==> src/rtl/reg_wb_arbiter.sv <==
// reg_wb_arbiter: shares the register-file write port between pipeline writeback and the MDU.
// Define REG_WB_SCOREBOARD_EN to build the busy-register scoreboard (BUSY_MASK/HAZARD).
module reg_wb_arbiter #(
    parameter int STARVE_LIMIT = 4
) (
    input  logic        CLK,
    input  logic        RESET_N,
    input  logic        PIPE_WE,
    input  logic [4:0]  PIPE_ADDR,
    input  logic [31:0] PIPE_DATA,
    input  logic        MDU_VALID,
    input  logic [4:0]  MDU_ADDR,
    input  logic [31:0] MDU_DATA,
    output logic        MDU_READY,
    input  logic        ISSUE_VALID,
    input  logic [4:0]  ISSUE_ADDR,
    input  logic [4:0]  RS1_ADDR,
    input  logic [4:0]  RS2_ADDR,
    output logic        HAZARD,
    output logic [31:0] BUSY_MASK,
    output logic        STALL_REQ,
    output logic        WRITE_ENABLE,
    output logic [4:0]  WRITE_ADDRESS,
    output logic [31:0] WRITE_DATA
);
    typedef enum logic [1:0] {EMPTY, HOLD, FORCE} state_t;
    state_t      state, state_nxt;
    logic [3:0]  wait_cnt, wait_nxt;
    logic [4:0]  buf_addr;
    logic [31:0] buf_data;
    logic        pipe_eff, grant, accept, mdu_wr;
    assign pipe_eff  = PIPE_WE && (PIPE_ADDR != 5'd0);
    assign grant     = (state != EMPTY) && !pipe_eff;
    assign MDU_READY = (state == EMPTY) || grant;
    assign accept    = MDU_VALID && MDU_READY;
    assign mdu_wr    = grant && (buf_addr != 5'd0);
    always_comb begin
        state_nxt = state;
        wait_nxt  = wait_cnt;
        if (state == EMPTY) begin
            state_nxt = accept ? HOLD : EMPTY;
            wait_nxt  = '0;
        end else if (grant) begin
            state_nxt = accept ? HOLD : EMPTY;
            wait_nxt  = '0;
        end else if (state == HOLD) begin
            wait_nxt  = wait_cnt + 4'd1;
            state_nxt = (wait_nxt == 4'(STARVE_LIMIT)) ? FORCE : HOLD;
        end
    end
    always_ff @(posedge CLK or negedge RESET_N) begin
        if (!RESET_N) begin
            state         <= EMPTY;
            wait_cnt      <= '0;
            buf_addr      <= '0;
            buf_data      <= '0;
            STALL_REQ     <= 1'b0;
            WRITE_ENABLE  <= 1'b0;
            WRITE_ADDRESS <= '0;
            WRITE_DATA    <= '0;
        end else begin
            state        <= state_nxt;
            wait_cnt     <= wait_nxt;
            STALL_REQ    <= (state_nxt == FORCE);
            WRITE_ENABLE <= pipe_eff || mdu_wr;
            if (accept) begin
                buf_addr <= MDU_ADDR;
                buf_data <= MDU_DATA;
            end
            if (pipe_eff) begin
                WRITE_ADDRESS <= PIPE_ADDR;
                WRITE_DATA    <= PIPE_DATA;
            end else if (mdu_wr) begin
                WRITE_ADDRESS <= buf_addr;
                WRITE_DATA    <= buf_data;
            end
        end
    end
`ifdef REG_WB_SCOREBOARD_EN
    logic [31:0] busy, set_mask, clr_mask;
    // set is applied after clear so a same-cycle issue keeps the bit
    assign set_mask  = ISSUE_VALID ? (32'd1 << ISSUE_ADDR) : '0;
    assign clr_mask  = grant ? (32'd1 << buf_addr) : '0;
    assign BUSY_MASK = busy;
    assign HAZARD    = busy[RS1_ADDR] | busy[RS2_ADDR];
    always_ff @(posedge CLK or negedge RESET_N) begin
        if (!RESET_N)
            busy <= '0;
        else
            busy <= ((busy & ~clr_mask) | set_mask) & ~32'd1;
    end
`else
    logic unused_sb;
    assign unused_sb = ^{ISSUE_VALID, ISSUE_ADDR, RS1_ADDR, RS2_ADDR};
    assign BUSY_MASK = '0;
    assign HAZARD    = 1'b0;
`endif
endmodule

==> config.mk <==
export PLATFORM = sky130hd
export DESIGN_NAME = reg_wb_arbiter
export DESIGN_NICKNAME = d
export VERILOG_FILES = /design/src/rtl/reg_wb_arbiter.sv
export SDC_FILE = /design/constraint.sdc
export NUM_CORES = 1
export LEC_CHECK = 0
export CAP_MARGIN = 20
export CORE_MARGIN = 2
export CORE_UTILIZATION = 35
export DETAILED_ROUTE_END_ITERATION = 16
export PLACE_DENSITY = 0.71
export SLEW_MARGIN = 0
export SYNTH_ARGS = -nofsm -noshare
export SYNTH_HDL_FRONTEND = slang
export SYNTH_SLANG_ARGS = --single-unit
==> constraint.sdc <==
create_clock -name CLK -period 1.68 [get_ports CLK]
set_clock_uncertainty 0.05 [all_clocks]
set_input_delay 0.168 -clock CLK [delete_from_list [all_inputs] [get_ports CLK]]
set_output_delay 0.168 -clock CLK [all_outputs]
set_load 0.01 [all_outputs]
Word-level counts from Yosys, hierarchy flattened --
Cells that the tools add are included.
Cells by class: add/sub/neg operators 1, equal/unequal tests 3, multiplexer cells 12, reduce and logical (&&, ||, !) cells 13
Operators with widths (count):
- $mux W32 | 2
- $mux W4 | 3
- $mux W5 | 2
- $reduce_bool A5 Y1 | 2
- $mux W2 | 4
- $add A4 B1 Y4 const B | 1
- $eq A4 B3 Y1 const B | 1
- $logic_and A1 B1 Y1 | 4
- $reduce_bool A2 Y1 | 2
- $reduce_bool A3 Y1 | 1
- $eq A2 B1 Y1 const B | 1
- $eq A2 B2 Y1 const B | 1
- $logic_not A2 Y1 | 1
- $logic_or A1 B1 Y1 | 2
- $logic_not A1 Y1 | 1
- $mux W1 | 1
Word-level totals: register bits after elaboration 82, input port bits 94, output and inout bits 73, word-level logic and storage cells 37

Depth between registers and ports, before layout --
depth in word-level cells 10, mapped depth 6, gate-level depth less buffers 5

Worst setup path before layout --
No wires, ideal clock.
path type register to register, from reg buf_addr[2], to reg WRITE_DATA[0], library setup time 77 ps, arrival time 1690 ps, required time 1553 ps, path slack -138 ps, cell stages (with the launch flop) 6, path buffers 1, period minus slack after synthesis 1818 ps, path through dfrtp_1 or4_1 o21ai_2 clkbuf_1 nand2_1 a21oi_1
Between the ends: word-level cells in the longest chain between the ends 3
RTL lines:
- start: declaration | RTL line 29 | logic [4:0] buf_addr;
- start signal: assignment | RTL line 55 | buf_addr <= '0;
- start signal: assignment | RTL line 67 | buf_addr <= MDU_ADDR;
- $reduce_bool A5 Y1 | RTL line 36 | assign mdu_wr = grant && (buf_addr != 5'd0);
- $logic_and A1 B1 Y1 | RTL line 36
- $reduce_bool A2 Y1 (no source line)
- end signal: assignment | RTL line 75 | WRITE_DATA <= buf_data;
- end: declaration | RTL line 24 | output logic [31:0] WRITE_DATA
No other way between the ends. A chain may end at the register's enable or synchronous reset.

Worst setup path in the final report --
from reg buf_addr[1], to reg WRITE_DATA[18]
The elaborated chain is that of the path after synthesis.

==> impl_metrics.toml <==
[final_layout]
drive_gt1_share_pct = 26.0
fillers = 977
final_cell_mix = "clkdlybuf4s50_1 (111), dfrtp_1 (82), nor2_1 (49), a21oi_2 (37), nand2_1 (35)"
synthToLayoutAreaGrowth_pct = 47.5
nets = 582
insertedDiodeCount = 0
final_common_cell = "clkdlybuf4s50_1"

[synthesis]
yosysTopAreaCellShare_pct = 53.6
synth_top_family_by_area = "multiplexers"
synth-seq-cells = 82
synth.area.mux_share_pct = 14.1
synth-edff-count = 0
syn_area_per_cell_sq_um = 10.8
synthAdderAreaFrac_pct = 0.327
ys_top_cells_by_area = "dfrtp_1 (54%), mux2_4 (12%), a21oi_1 (8.8%), buf_4 (6.5%), nor2_1 (4.8%)"
synth_cell_types = 32
yosysTopAreaCell = "dfrtp_1"
synth_flop_cell = "dfrtp_1"
synthArstFlopShare_pct = 100
synth_xor_area_share_pct = 0.229
yosysWarnings = 0
synth_compound_area_share_pct = 12.5
yosys.area_share.simple_pct = 9.67
ys_seq_area_share_pct = 53.6
synth_area_sq_mm = 0.00383
synthCells = 354

[drt]
drc = 0
firstDrtPassIters = 4
wl_um = 9400
drt_iter0_markers = 143
vias = 2955
postRouteAntennaNets = 0
wl_per_cell_um = 14.9
via_per_inst = 4.68

[status]
outcome = "complete, but fails checks"
violations = "negative setup slack"

[sta]
tightest_slew_ns = 0.570
setup_viol = 35
fin_crit_sh_pct = 108
postLayoutSetupSlackWorst_ns = -0.141
finalCriticalPeriod_ns = 1.82
max_slew_margin_pct = 62.0
slew_violations = 0
hold_viol_final = 0
tns_ns = -3.58
rsz0062_at_grt = "yes"
fmax_ghz = 0.549

[placement]
port_buffers = 117
post-place-ws_ns = -0.616
gp_congestion = 0.812
hpwl_um = 6570

[floorplan]
die_area_sq_mm = 0.0118
io_pins = 167
coreArea_sq_mm = 0.0107
fp.dieW_um = 109
fp-row-count = 38
start_util_pct = 35.6
fp.dieH_um = 109

[worst_setup_path]
path_class = "flip-flop to flip-flop"
worstPathArrival_ns = 2.05
critPathLaunchType = "flip-flop"
cp_data_required_time_ns = 1.90
cp_max_fo = 22
rr_worst_depth = 6
cp-end-kind = "flip-flop"

[flow_run]
drv_cap = 0

[worst_hold_path]
hp-class = "primary input to flip-flop"
hold_depth = 3

[global_routing]
grtUsageMet2_pct = 28.5
top_usage_layer = "met2"
overflow = 0
grt_pass1_wl_um = 14900
grt_usage_pct = 16.6
use_met1_pct = 20.2
grt_pass1_vias = 3029
grt_max_degree = 41
met3_usage_pct = 4.40
antenna_found_initial = 0

[power_and_ir_drop]
power.net_switching_w = 0.00156
powerDensity_mw_per_mm2 = 961
pwr-share-seq_pct = 45.4
power_w = 0.00543
p_sw_share_pct = 28.8
clockPowerShare_pct = 26.1
p_int_w = 0.00386
irDropWorstVdd_uv = 401
static-leakage-power_nw = 2.43
p_comb_share_pct = 28.5

[clock_network]
cts_tree = "yes"
cts_root_buf = "clkbuf_8"
cts_buffer_depth = 2
h-tree-depth = 3
clk_latency_ns = 0.35
cts_buffers = 9
cts_setup_buffers = 0
clk_pin_slew_ns = 0.09
clock_sinks = 82
[metal layers]
layer,up-vias,part of all wire (%)
met1,1432,43
met4,0,1.1
met2,105,49
met5,-,0
met3,12,6.6
li1,1406,-
[power by group through the flow]
| stage | Clock (W) | Sequential [W] | Combinational (W) |
|---|---|---|---|
| final | 0.00142 | 0.00246 | 0.00155 |
| after floorplan | 0 | 0.00255 | 0.000796 |
| after CTS | 0.00148 | 0.00246 | 0.00154 |
| after global routing | 0.00157 | 0.00250 | 0.00168 |
| after global placement | 0 | 0.00249 | 0.00146 |
| after detailed placement | 0 | 0.00250 | 0.00149 |
[critical path, cell delays in order (launching register included)]
cell,delay [ns]
dfrtp_1,0.38
or4_4,0.54
buf_4,0.16
o21ai_4,0.18
buf_12,0.19
nand2_1,0.08
a21oi_1,0.14
[cell families (layout without fill, tap and decap cells)]
| group | count (synthesis) | after routing |
|---|---|---|
| and+or+nand+nor | 92 | 92 |
| adders and majority gates | 1 | 1 |
| muxes | 38 | 38 |
| AOI/OAI and AO/OA | 85 | 85 |
| DFF | 82 | 82 |
| other | 1 | 33 |
| buffers and inverters | 54 | 160 |
| xor gates and xnor gates | 1 | 1 |
[cell usage after synthesis (2+ instances only)]
library cell,count
a21oi_1,67
a221oi_1,4
a22oi_1,3
buf_2,3
buf_4,33
buf_6,4
clkbuf_1,12
dfrtp_1,82
mux2_2,8
mux2_4,30
nand2_1,35
nand2b_1,2
nor2_1,49
nor2b_1,2
o21a_1,2
o21ai_2,2
[flip-flops by register name, indices dropped and copies added (netlist names)]
signal	flops
state	2
WRITE_ADDRESS	5
buf_addr	5
buf_data	32
WRITE_ENABLE	1
WRITE_DATA	32
wait_cnt	4
STALL_REQ	1
[final timing paths]
| path | startpoint | end | slack, ns |
|---|---|---|---|
| min in group asynchronous | RESET_N | WRITE_DATA[7] | 0.29 |
| max in group asynchronous | RESET_N | WRITE_DATA[6] | 0.69 |
| hold reg to reg | WRITE_DATA[17] | WRITE_DATA[17] | 0.47 |
| setup reg to reg | buf_addr[1] | WRITE_DATA[18] | -0.14 |
| hold / removal | PIPE_ADDR[2] | WRITE_ADDRESS[2] | 0.02 |
| setup / recovery | buf_addr[1] | WRITE_DATA[18] | -0.14 |
[final cells by class]
class	instances	area (sq um)	share of cell area [%]
multi-input cells	250	1720	30.4
flip-flops and latches	82	2050	36.3
repair buffers	143	1500	26.6
well taps	140	175	3.10
clock inverters	6	67.6	1.20
inverters	1	3.75	0.0664
clock buffers	10	128	2.26
[per-stage QoR]
step	area (sq um)	utilization (%)	hold slack [ns]	instances
after floorplan	4160	-	-0.178	386
after global placement	5310	49.4	0.131	611
after detailed placement	5310	49.4	0.139	611
after CTS	5610	52.2	0.113	631
after global routing	5650	52.6	0.0388	632
final	5650	52.6	0.0221	632
[what timing repair did]
item / 4_1_cts / 5_1_grt
endpoints found under the hold margin: 38 / 0
endpoints found under the setup margin: 75 / 69
hold buffers: 1 / 0
pin swaps: 4 / 3
gates cloned: 3 / 1
gates resized for setup: 18 / 10
No activity file was read; power rests on OpenSTA's default activity.
